$ cat src/rtl/mem_port_arbiter_if.sv
// rtl/mem_port_arbiter_if.sv - requester and memory bus bundle for mem_port_arbiter
//
// Purpose: groups the fetch port, data port and memory macro signals that
// mem_port_arbiter arbitrates between.
// Ports (signals):
//   if_req/if_addr            fetch request in, if_gnt/if_done/if_rdata out
//   d_req/d_we/d_addr/d_wdata data request in, d_gnt/d_done/d_rdata out
//   mem_en/mem_we/mem_addr/mem_wdata to memory, mem_rdata from memory
//   busy                      arbiter not idle
// Modports: slave = arbiter side, master = requesters plus memory model.
interface mem_port_arbiter_if #(
  parameter int ADDR_W = 32,
  parameter int DATA_W = 32
);
  logic              if_req;
  logic [ADDR_W-1:0] if_addr;
  logic              if_gnt;
  logic              if_done;
  logic [DATA_W-1:0] if_rdata;
  logic              d_req;
  logic              d_we;
  logic [ADDR_W-1:0] d_addr;
  logic [DATA_W-1:0] d_wdata;
  logic              d_gnt;
  logic              d_done;
  logic [DATA_W-1:0] d_rdata;
  logic              mem_en;
  logic              mem_we;
  logic [ADDR_W-1:0] mem_addr;
  logic [DATA_W-1:0] mem_wdata;
  logic [DATA_W-1:0] mem_rdata;
  logic              busy;

  modport slave (
    input  if_req, if_addr, d_req, d_we, d_addr, d_wdata, mem_rdata,
    output if_gnt, if_done, if_rdata, d_gnt, d_done, d_rdata,
           mem_en, mem_we, mem_addr, mem_wdata, busy
  );

  modport master (
    output if_req, if_addr, d_req, d_we, d_addr, d_wdata, mem_rdata,
    input  if_gnt, if_done, if_rdata, d_gnt, d_done, d_rdata,
           mem_en, mem_we, mem_addr, mem_wdata, busy
  );
endinterface

$ cat src/rtl/mem_port_arbiter.sv
// rtl/mem_port_arbiter.sv - round-robin arbiter for the single-port unified memory
//
// Purpose: shares one memory port between instruction fetch (IF) and data
// access (D). IDLE -> ACCESS (MEM_LAT cycles) -> DONE -> IDLE; every output
// is registered.
// Ports:
//   clk    rising-edge clock
//   reset  asynchronous, active-high
//   bus    mem_port_arbiter_if.slave (requester handshakes, memory bus, busy)
module mem_port_arbiter #(
  parameter int ADDR_W  = 32,
  parameter int DATA_W  = 32,
  parameter int MEM_LAT = 2
) (
  input  logic               clk,
  input  logic               reset,
  mem_port_arbiter_if.slave  bus
);
  localparam int CNT_W = (MEM_LAT > 1) ? $clog2(MEM_LAT) : 1;
  localparam logic OWN_D  = 1'b0;
  localparam logic OWN_IF = 1'b1;

  typedef enum logic [1:0] {IDLE, ACCESS, DONE} state_t;

  state_t            state_q, state_d;
  logic [CNT_W-1:0]  cnt_q, cnt_d;
  logic              owner_q, owner_d;
  logic              last_q, last_d;
  logic              if_gnt_q, if_gnt_d, d_gnt_q, d_gnt_d;
  logic              if_done_q, if_done_d, d_done_q, d_done_d;
  logic [DATA_W-1:0] if_rdata_q, if_rdata_d, d_rdata_q, d_rdata_d;
  logic              mem_en_q, mem_en_d, mem_we_q, mem_we_d;
  logic [ADDR_W-1:0] mem_addr_q, mem_addr_d;
  logic [DATA_W-1:0] mem_wdata_q, mem_wdata_d;
  logic              busy_q, busy_d;
  logic              pick_if;

  // On a conflict the requester that did not win last time takes the port.
  assign pick_if = bus.if_req && (!bus.d_req || (last_q == OWN_D));

  always_ff @(posedge clk or posedge reset) begin
    if (reset) begin
      state_q     <= IDLE;
      cnt_q       <= '0;
      owner_q     <= OWN_D;
      last_q      <= OWN_IF;
      if_gnt_q    <= 1'b0;
      d_gnt_q     <= 1'b0;
      if_done_q   <= 1'b0;
      d_done_q    <= 1'b0;
      if_rdata_q  <= '0;
      d_rdata_q   <= '0;
      mem_en_q    <= 1'b0;
      mem_we_q    <= 1'b0;
      mem_addr_q  <= '0;
      mem_wdata_q <= '0;
      busy_q      <= 1'b0;
    end else begin
      state_q     <= state_d;
      cnt_q       <= cnt_d;
      owner_q     <= owner_d;
      last_q      <= last_d;
      if_gnt_q    <= if_gnt_d;
      d_gnt_q     <= d_gnt_d;
      if_done_q   <= if_done_d;
      d_done_q    <= d_done_d;
      if_rdata_q  <= if_rdata_d;
      d_rdata_q   <= d_rdata_d;
      mem_en_q    <= mem_en_d;
      mem_we_q    <= mem_we_d;
      mem_addr_q  <= mem_addr_d;
      mem_wdata_q <= mem_wdata_d;
      busy_q      <= busy_d;
    end
  end

  always_comb begin
    state_d = state_q;
    case (state_q)
      IDLE:    if (bus.if_req || bus.d_req) state_d = ACCESS;
      ACCESS:  if (cnt_q == '0) state_d = DONE;
      DONE:    state_d = IDLE;
      default: state_d = IDLE;
    endcase
  end

  always_comb begin
    cnt_d       = cnt_q;
    owner_d     = owner_q;
    last_d      = last_q;
    if_gnt_d    = 1'b0;
    d_gnt_d     = 1'b0;
    if_done_d   = 1'b0;
    d_done_d    = 1'b0;
    if_rdata_d  = if_rdata_q;
    d_rdata_d   = d_rdata_q;
    mem_en_d    = mem_en_q;
    mem_we_d    = mem_we_q;
    mem_addr_d  = mem_addr_q;
    mem_wdata_d = mem_wdata_q;
    busy_d      = (state_d != IDLE);
    case (state_q)
      IDLE: begin
        if (bus.if_req || bus.d_req) begin
          owner_d     = pick_if;
          last_d      = pick_if;
          if_gnt_d    = pick_if;
          d_gnt_d     = !pick_if;
          mem_en_d    = 1'b1;
          mem_we_d    = pick_if ? 1'b0 : bus.d_we;
          mem_addr_d  = pick_if ? bus.if_addr : bus.d_addr;
          mem_wdata_d = pick_if ? '0 : bus.d_wdata;
          cnt_d       = CNT_W'(MEM_LAT - 1);
        end
      end
      ACCESS: begin
        if (cnt_q == '0) begin
          if (owner_q == OWN_IF) begin
            if_rdata_d = bus.mem_rdata;
            if_done_d  = 1'b1;
          end else begin
            // A store keeps the previous load data.
            if (!mem_we_q) d_rdata_d = bus.mem_rdata;
            d_done_d = 1'b1;
          end
          mem_en_d    = 1'b0;
          mem_we_d    = 1'b0;
          mem_addr_d  = '0;
          mem_wdata_d = '0;
        end else begin
          cnt_d = cnt_q - CNT_W'(1);
        end
      end
      default: ;
    endcase
  end

  assign bus.if_gnt    = if_gnt_q;
  assign bus.d_gnt     = d_gnt_q;
  assign bus.if_done   = if_done_q;
  assign bus.d_done    = d_done_q;
  assign bus.if_rdata  = if_rdata_q;
  assign bus.d_rdata   = d_rdata_q;
  assign bus.mem_en    = mem_en_q;
  assign bus.mem_we    = mem_we_q;
  assign bus.mem_addr  = mem_addr_q;
  assign bus.mem_wdata = mem_wdata_q;
  assign bus.busy      = busy_q;
endmodule

$ cat src/flat_wrapper.sv
// flat-port wrapper written by rule: the top's interface ports become plain ports
module mem_port_arbiter_flat 
#(
  parameter int ADDR_W  = 32,
  parameter int DATA_W  = 32,
  parameter int MEM_LAT = 2
)
  (clk, reset, bus_if_req, bus_if_addr, bus_d_req, bus_d_we, bus_d_addr, bus_d_wdata, bus_mem_rdata, bus_if_gnt, bus_if_done, bus_if_rdata, bus_d_gnt, bus_d_done, bus_d_rdata, bus_mem_en, bus_mem_we, bus_mem_addr, bus_mem_wdata, bus_busy);
  mem_port_arbiter_if #(.ADDR_W(ADDR_W), .DATA_W(DATA_W)) bus_i ();
  input  logic clk;
  input  logic reset;
  input wire logic [$bits(bus_i.if_req)-1:0] bus_if_req;
  input wire logic [$bits(bus_i.if_addr)-1:0] bus_if_addr;
  input wire logic [$bits(bus_i.d_req)-1:0] bus_d_req;
  input wire logic [$bits(bus_i.d_we)-1:0] bus_d_we;
  input wire logic [$bits(bus_i.d_addr)-1:0] bus_d_addr;
  input wire logic [$bits(bus_i.d_wdata)-1:0] bus_d_wdata;
  input wire logic [$bits(bus_i.mem_rdata)-1:0] bus_mem_rdata;
  output wire logic [$bits(bus_i.if_gnt)-1:0] bus_if_gnt;
  output wire logic [$bits(bus_i.if_done)-1:0] bus_if_done;
  output wire logic [$bits(bus_i.if_rdata)-1:0] bus_if_rdata;
  output wire logic [$bits(bus_i.d_gnt)-1:0] bus_d_gnt;
  output wire logic [$bits(bus_i.d_done)-1:0] bus_d_done;
  output wire logic [$bits(bus_i.d_rdata)-1:0] bus_d_rdata;
  output wire logic [$bits(bus_i.mem_en)-1:0] bus_mem_en;
  output wire logic [$bits(bus_i.mem_we)-1:0] bus_mem_we;
  output wire logic [$bits(bus_i.mem_addr)-1:0] bus_mem_addr;
  output wire logic [$bits(bus_i.mem_wdata)-1:0] bus_mem_wdata;
  output wire logic [$bits(bus_i.busy)-1:0] bus_busy;
  assign bus_i.if_req = bus_if_req;
  assign bus_i.if_addr = bus_if_addr;
  assign bus_i.d_req = bus_d_req;
  assign bus_i.d_we = bus_d_we;
  assign bus_i.d_addr = bus_d_addr;
  assign bus_i.d_wdata = bus_d_wdata;
  assign bus_i.mem_rdata = bus_mem_rdata;
  assign bus_if_gnt = bus_i.if_gnt;
  assign bus_if_done = bus_i.if_done;
  assign bus_if_rdata = bus_i.if_rdata;
  assign bus_d_gnt = bus_i.d_gnt;
  assign bus_d_done = bus_i.d_done;
  assign bus_d_rdata = bus_i.d_rdata;
  assign bus_mem_en = bus_i.mem_en;
  assign bus_mem_we = bus_i.mem_we;
  assign bus_mem_addr = bus_i.mem_addr;
  assign bus_mem_wdata = bus_i.mem_wdata;
  assign bus_busy = bus_i.busy;
  mem_port_arbiter #(.ADDR_W(ADDR_W), .DATA_W(DATA_W), .MEM_LAT(MEM_LAT)) u_core (.clk(clk), .reset(reset), .bus(bus_i));
endmodule
$ cat config.mk
export PLATFORM = sky130hd
export DESIGN_NAME = mem_port_arbiter_flat
export DESIGN_NICKNAME = d
export VERILOG_FILES = /design/src/rtl/mem_port_arbiter_if.sv /design/src/rtl/mem_port_arbiter.sv /design/src/flat_wrapper.sv
export SDC_FILE = /design/constraint.sdc
export NUM_CORES = 1
export LEC_CHECK = 0
export BUFFER_PORTS_ARGS = -buffer_cell sky130_fd_sc_hd__buf_2
export CORE_MARGIN = 1
export CORE_UTILIZATION = 46
export CTS_CLUSTER_DIAMETER = 150
export CTS_CLUSTER_SIZE = 30
export DETAILED_ROUTE_END_ITERATION = 8
export PLACE_DENSITY_LB_ADDON = 0.3
export SLEW_MARGIN = 10
export SYNTH_ARGS = -nofsm -noshare
export SYNTH_HDL_FRONTEND = slang
export SYNTH_SLANG_ARGS = --single-unit
$ cat constraint.sdc
create_clock -name clk -period 4.65 [get_ports clk]
set_input_delay 0.2325 -clock clk [delete_from_list [all_inputs] [get_ports clk]]
set_output_delay 0.2325 -clock clk [all_outputs]
set_load 0.005 [all_outputs]
==> results.yml, run 1 <==
timing:
  worstMarginPinSlew_ps: 1207
  slew_headroom_pct: 19.56
  tns_ps: 0
  fmaxAchievable_mhz: 429.5
  setup-violations-final: 0
  fin_ws_ps: 2322
  grt_setup_unrepaired: "no"
  fin_crit_sh_pct: 50.07
  hold_violations: 29
  skew_ps: 7.071
  slew_viol_final: 0
  timing.hold.ws_ps: -15.34
  layout_min_cycle_time_ps: 2328
clock_tree:
  clock-sinks: 140
  htreeDepth: 4
  numCtsBuffers: 17
  hold_buffers: 0
  cts_tree: "built"
  clk_path_buf_depth: 2
  clk_pin_slew_ps: 60
  cts_setup_buffers: 0
  cts_resized: 0
  clock_latency_ps: 410
  cts-root-buf: "clkbuf_16"
place:
  dp_cells: 741
  dp_hpwl_um: 9334
  place_congestion: 0.7816
  numPortBuffers: 267
  dp_slack_ps: 2329
floorplanning:
  core-area_um2: 11560
  dieArea_um2: 12470
  pin_count: 268
  die_h_um: 111.7
  start_util_pct: 47.84
  chipWidth_um: 111.7
  rows: 39
global_route:
  grt_first_pass_wirelength_um: 21290
  grt_pass1_vias: 4145
  overflow: 0
  grt_max_degree: 91
  grt_usage_pct: 22.31
  antenna_found_initial: 0
critical_path:
  cp-end-kind: "flop"
  r2r-start: "u_core.state_q[1]"
  critPathRequiredTime_ps: 4940
  regToRegSetupSlack_ps: 2320
  path_class: "reg -> reg"
  critPathLaunchType: "flop"
  worstPathArrival_ps: 2620
  reg2reg_depth: 3
  cp_max_fo: 32
  reg2reg_to: "u_core.bus.d_rdata[0]"
route:
  wirelength_um: 13200
  post_drt_wl_per_cell_um: 17.08
  postRouteAntennaNets: 0
  drc: 18
  dr.pass1.iters: 6
  dr_total_vias: 3966
  viasPerCell: 5.131
  first_iter_violations: 190
synthesis:
  synth_area_um2: 5533
  synth_warnings: 0
  ys_types: 29
  synth_fp_nets: 486
  seq_area_frac_synth_pct: 63.34
  synth-seq-cells: 140
  syn_inst: 353
  synth_area_per_cell_um2: 15.67
pwr:
  p_per_area_nw_per_um2: 746.3
  peakVddDrop_mv: 0.3670
  p_leak_uw: 0.004040
outcome:
  status: "complete, but fails checks"
  violations: "design-rule violations, negative hold slack"
layout:
  fin_nets: 750
  instances_no_fill: 773
  final_layout_size_suffix_gt1_share_pct: 59.37
  n_fill_cell: 884
  area_delta_synth_final_pct: 37.95
  diodes: 0
  fin_util_pct: 66.00
worst_hold_path:
  hold_class: "in -> async"
run:
  cap_violations: 0
==> registers in the layout (all words and copies together) (netlist names), 2 cells and up <==
| register | count |
|---|---|
| u_core.bus.d_rdata | 32 |
| u_core.bus.if_rdata | 32 |
| u_core.bus.mem_addr | 32 |
| u_core.bus.mem_wdata | 32 |
| u_core.state_q | 2 |
==> critical path: stages (launching register included) <==
cell	delay [ps]
dfrtp_1	430
or3b_4	430
or3_2	870
mux2_4	460
==> cell usage in the layout, fill, tap and decap left out, drive strengths merged <==
master and n:
and2 2, dfstp 1, nand2b 1, mux2 64, nand3 1, clkinvlp 2
bufinv 7, a211o 1, inv 4, nor2 5, a21boi 1, or3b 1
a22o 33, or3 1, a2bb2oi 1, a21oi 1, clkinv 5, dfrtp 139
clkbuf 17, buf 271, a31oi 1, a21o 1, nand2 3, o2bb2ai 32
and3 1, nor3 1, mux2i 32, o21ai 1
==> cell usage after synthesis <==
| master | n | area share (%) |
|---|---|---|
| a211o_1 | 1 | 0.16 |
| a21boi_0 | 1 | 0.14 |
| a21o_1 | 1 | 0.14 |
| a21oi_1 | 1 | 0.090 |
| a22o_1 | 33 | 5.2 |
| a2bb2oi_1 | 1 | 0.16 |
| a31oi_1 | 1 | 0.11 |
| and2_1 | 2 | 0.23 |
| and3_1 | 1 | 0.11 |
| buf_1 | 1 | 0.068 |
| buf_12 | 3 | 1.1 |
| buf_2 | 7 | 0.63 |
| buf_6 | 1 | 0.20 |
| clkbuf_1 | 14 | 0.95 |
| dfrtp_1 | 139 | 63 |
| dfstp_2 | 1 | 0.47 |
| inv_1 | 3 | 0.20 |
| mux2_2 | 34 | 6.9 |
| mux2_4 | 30 | 8.1 |
| mux2i_1 | 32 | 5.8 |
| nand2_1 | 3 | 0.20 |
| nand2b_1 | 1 | 0.11 |
| nand3_1 | 1 | 0.090 |
| nor2_1 | 5 | 0.34 |
| nor3_1 | 1 | 0.090 |
| o21ai_1 | 1 | 0.090 |
| o2bb2ai_1 | 32 | 5.1 |
| or3_1 | 1 | 0.11 |
| or3b_4 | 1 | 0.20 |
==> logic make-up (layout without fill, tap and decap cells) <==
family,after synthesis,count (layout),synth area share [%]
AO/OA/AOI/OAI,72,72,11.17
AND/OR/NAND/NOR,16,16,1.493
buffers and inverters,29,306,3.143
multiplexers,96,96,20.85
flip-flops,140,140,63.34
==> worst max path at each step <==
stage | startpoint | end | slack [ps] | cells after the start
finish | u_core.state_q[1] | u_core.bus.d_rdata[0] | 2320 | 3
global placement | u_core.state_q[1] | u_core.bus.d_rdata[4] | 2380 | 3
detailed placement | u_core.state_q[1] | u_core.bus.d_rdata[27] | 2330 | 3
floorplan | reset | u_core.bus.busy | 670 | 1
CTS | u_core.state_q[1] | u_core.bus.d_rdata[5] | 2320 | 3
global route | u_core.state_q[1] | u_core.bus.d_rdata[6] | 2230 | 3
==> area by class of cell <==
| type | instances | area, um^2 | area share, % |
|---|---|---|---|
| Clock buffer | 17 | 425.4 | 5.574 |
| Sequential cell | 140 | 3505 | 45.92 |
| Timing Repair Buffer | 271 | 1366 | 17.90 |
| Tap cell | 143 | 178.9 | 2.344 |
| Multi-Input combinational cell | 184 | 1872 | 24.52 |
| Clock inverter | 15 | 269.0 | 3.525 |
| Inverter | 3 | 16.27 | 0.2131 |
==> per-layer routing <==
metal	vias to the layer above	routed length (um)	global-route usage, %
li1	1833	-	-
met1	1936	5375	26.95
met2	178	6546	37.14
met3	19	1025	7.077
met4	0	256	8.919
met5	-	0	0
==> where the power goes <==
part | switching [uW] | total, uW | leakage (uW) | internal (uW)
combinational | 889 | 1980 | 0.00196 | 1090
sequential | 332 | 2140 | 0.00174 | 1810
clock | 514 | 1580 | 0.000335 | 1060
total | 1740 | 5700 | 0.00404 | 3960
==> through the flow <==
stage | area [um^2] | power (uW)
floorplan | 5533 | 3312
global placement | 6938 | 4068
detailed placement | 6938 | 4151
CTS | 7632 | 5751
global route | 7632 | 6018
finish | 7632 | 5696
Note: power is estimated with default switching activity, not from simulation.
==> run 2: changes to the inputs <==
--- a/config.mk
+++ b/config.mk
@@ -7,7 +7,7 @@
 export LEC_CHECK = 0
 export BUFFER_PORTS_ARGS = -buffer_cell sky130_fd_sc_hd__buf_2
 export CORE_MARGIN = 1
-export CORE_UTILIZATION = 46
+export CORE_UTILIZATION = 42
 export CTS_CLUSTER_DIAMETER = 150
 export CTS_CLUSTER_SIZE = 30
 export DETAILED_ROUTE_END_ITERATION = 8
==> constraint.sdc (replaced) <==
create_clock -name clk -period 2.09 [get_ports clk]
set_input_delay 0.1045 -clock clk [delete_from_list [all_inputs] [get_ports clk]]
set_output_delay 0.1045 -clock clk [all_outputs]
set_load 0.005 [all_outputs]
==> run 2 against run 1 <==
Compared with the run above:
- the flow now finishes without violations
- design area grew 17%
- fmax grew 17%
- total power is 120% higher
- wire length increased by 19%
- clock-buffer cell count up 1
- critical path type unchanged
- largest cell class unchanged
- largest power group is now combinational cells
==> results.yml, run 2 (synthesis results as in run 1) <==
outcome:
  status: "finished clean"
timing:
  slew_viol_final: 0
  tns_ps: 0
  grt_setup_unrepaired: "no"
  fmaxAchievable_mhz: 504.0
  fin_crit_sh_pct: 94.93
  slew_headroom_pct: 49.15
  layout_min_cycle_time_ps: 1984
  skew_ps: 10.54
  setup-violations-final: 0
  worstMarginPinSlew_ps: 762.7
  hold_violations: 0
floorplanning:
  pin_count: 268
  start_util_pct: 43.49
  core-area_um2: 12720
  die_h_um: 116.8
  rows: 41
  chipWidth_um: 116.8
  dieArea_um2: 13640
layout:
  fin_nets: 884
  fin_area_um2: 8954
  diodes: 0
  layout_common_cells: "buf_2 (267), dfrtp_1 (139), dlygate4sd3_1 (129)"
  area_delta_synth_final_pct: 61.83
  final_common_cell: "buf_2"
  final_layout_size_suffix_gt1_share_pct: 49.61
  n_fill_cell: 858
critical_path:
  cp_max_fo: 32
  crit_path_end: "u_core.bus.d_rdata[18]"
  regToRegSetupSlack_ps: 110
  r2r-start: "u_core.state_q[1]"
  path_class: "reg -> reg"
  critPathRequiredTime_ps: 2390
  worstPathArrival_ps: 2280
  reg2reg_to: "u_core.bus.d_rdata[18]"
  crit_start: "u_core.state_q[1]"
  reg2reg_depth: 4
  critPathLaunchType: "flop"
  cp-end-kind: "flop"
clock_tree:
  cts-root-buf: "clkbuf_16"
  numCtsBuffers: 17
  clk_pin_slew_ps: 60
  cts_setup_buffers: 0
  clock-sinks: 140
  cts_tree: "built"
  htreeDepth: 4
  clock_latency_ps: 420
  clk_path_buf_depth: 2
worst_hold_path:
  hold_class: "in -> reg"
  whs_path_depth: 3
pwr:
  clkPwrFrac_pct: 23.6
  seq_power_share_pct: 37.9
  peakVddDrop_mv: 0.7765
  p_sw_share_pct: 32.01
  p_per_area_nw_per_um2: 1414
  intPower_uw: 8607
  power_frac_comb_pct: 38.5
  p_sw_uw: 4053
  p_leak_uw: 0.004565
global_route:
  grt_max_degree: 141
  antenna_found_initial: 0
  grt_usage_pct: 23.31
  grt_first_pass_wirelength_um: 23750
  grt_pass1_vias: 4796
  overflow: 0
route:
  dr_total_vias: 4578
  dr.pass1.iters: 5
  first_iter_violations: 214
  postRouteAntennaNets: 0
  wirelength_um: 15670
  post_drt_wl_per_cell_um: 16.74
  drc: 0
  viasPerCell: 4.891
place:
  dpl_cell_area_um2: 7061
  dp_hpwl_um: 9131
  numPortBuffers: 267
  place_congestion: 0.7597
run:
  cap_violations: 0
-- run 2: changes by cell type in the layout (fill, tap and decap cells not counted) --
| cell | delta |
|---|---|
| buf_6 | +1 |
| inv_6 | +3 |
| buf_12 | +4 |
| clkinvlp_4 | +3 |
| dlygate4sd3_1 | +129 |
| clkbuf_8 | +1 |
| bufinv_16 | -5 |
| clkinv_2 | -2 |
-- run 2: area by class of cell --
class,instances,area [um^2],share of cell area [%]
repair buffers,405,2749,30.70
well taps,172,215.2,2.404
inverters,3,15.01,0.1677
flip-flops and latches,140,3505,39.14
clock buffers,18,439.2,4.905
multi-input cells,184,1872,20.91
clock inverters,14,158.9,1.775
-- run 2: routing by layer --
layer | vias up | global-route usage, % | share of wire, %
met4 | 0 | 11.05 | 2.3
met1 | 2243 | 25.96 | 40
met5 | - | 0 | 0
met2 | 206 | 41.14 | 51
li1 | 2096 | - | -
met3 | 33 | 6.746 | 7.4
-- run 2: power groups by stage --
stage	Clock, uW	Combinational [uW]	Sequential, uW
floorplan	0	2550	4820
global placement	0	4440	4740
detailed placement	0	4590	4760
CTS	3060	4860	4760
global route	3170	5320	4950
finish	2990	4870	4800
-- run 2: critical path, stage by stage, from the launching register on --
cell and delay [ps]:
dfrtp_1 430, or3b_4 430, or3_2 450, buf_12 220, mux2_4 330
-- run 2: how the worst min path moves through the flow --
stage,startpoint,endpoint,slack [ps]
floorplan,bus_d_req,u_core.last_q,170
global placement,bus_d_wdata[27],u_core.bus.mem_wdata[27],320
detailed placement,bus_d_wdata[24],u_core.bus.mem_wdata[24],330
CTS,bus_if_req,u_core.last_q,2
global route,bus_if_addr[7],u_core.bus.mem_addr[7],30
finish,bus_if_req,u_core.last_q,20
-- run 2: timing repair --
action,CTS,global route
hold endpoints to repair,268,0
resized for setup,0,1
hold buffers,129,0
endpoints found under the setup margin,0,21
-- run 2: metrics by stage --
stage	power, uW	utilization (%)	hold WS [ps]	setup WS, ps	std cells
finish	12660	70.38	15.30	106.0	936
global route	13440	70.38	28.38	52.59	936
CTS	12680	70.35	1.894	57.32	936
detailed placement	9350	55.50	325.4	118.8	775
global placement	9183	55.50	320.0	157.5	775
floorplan	7369	-	167.4	237.2	353
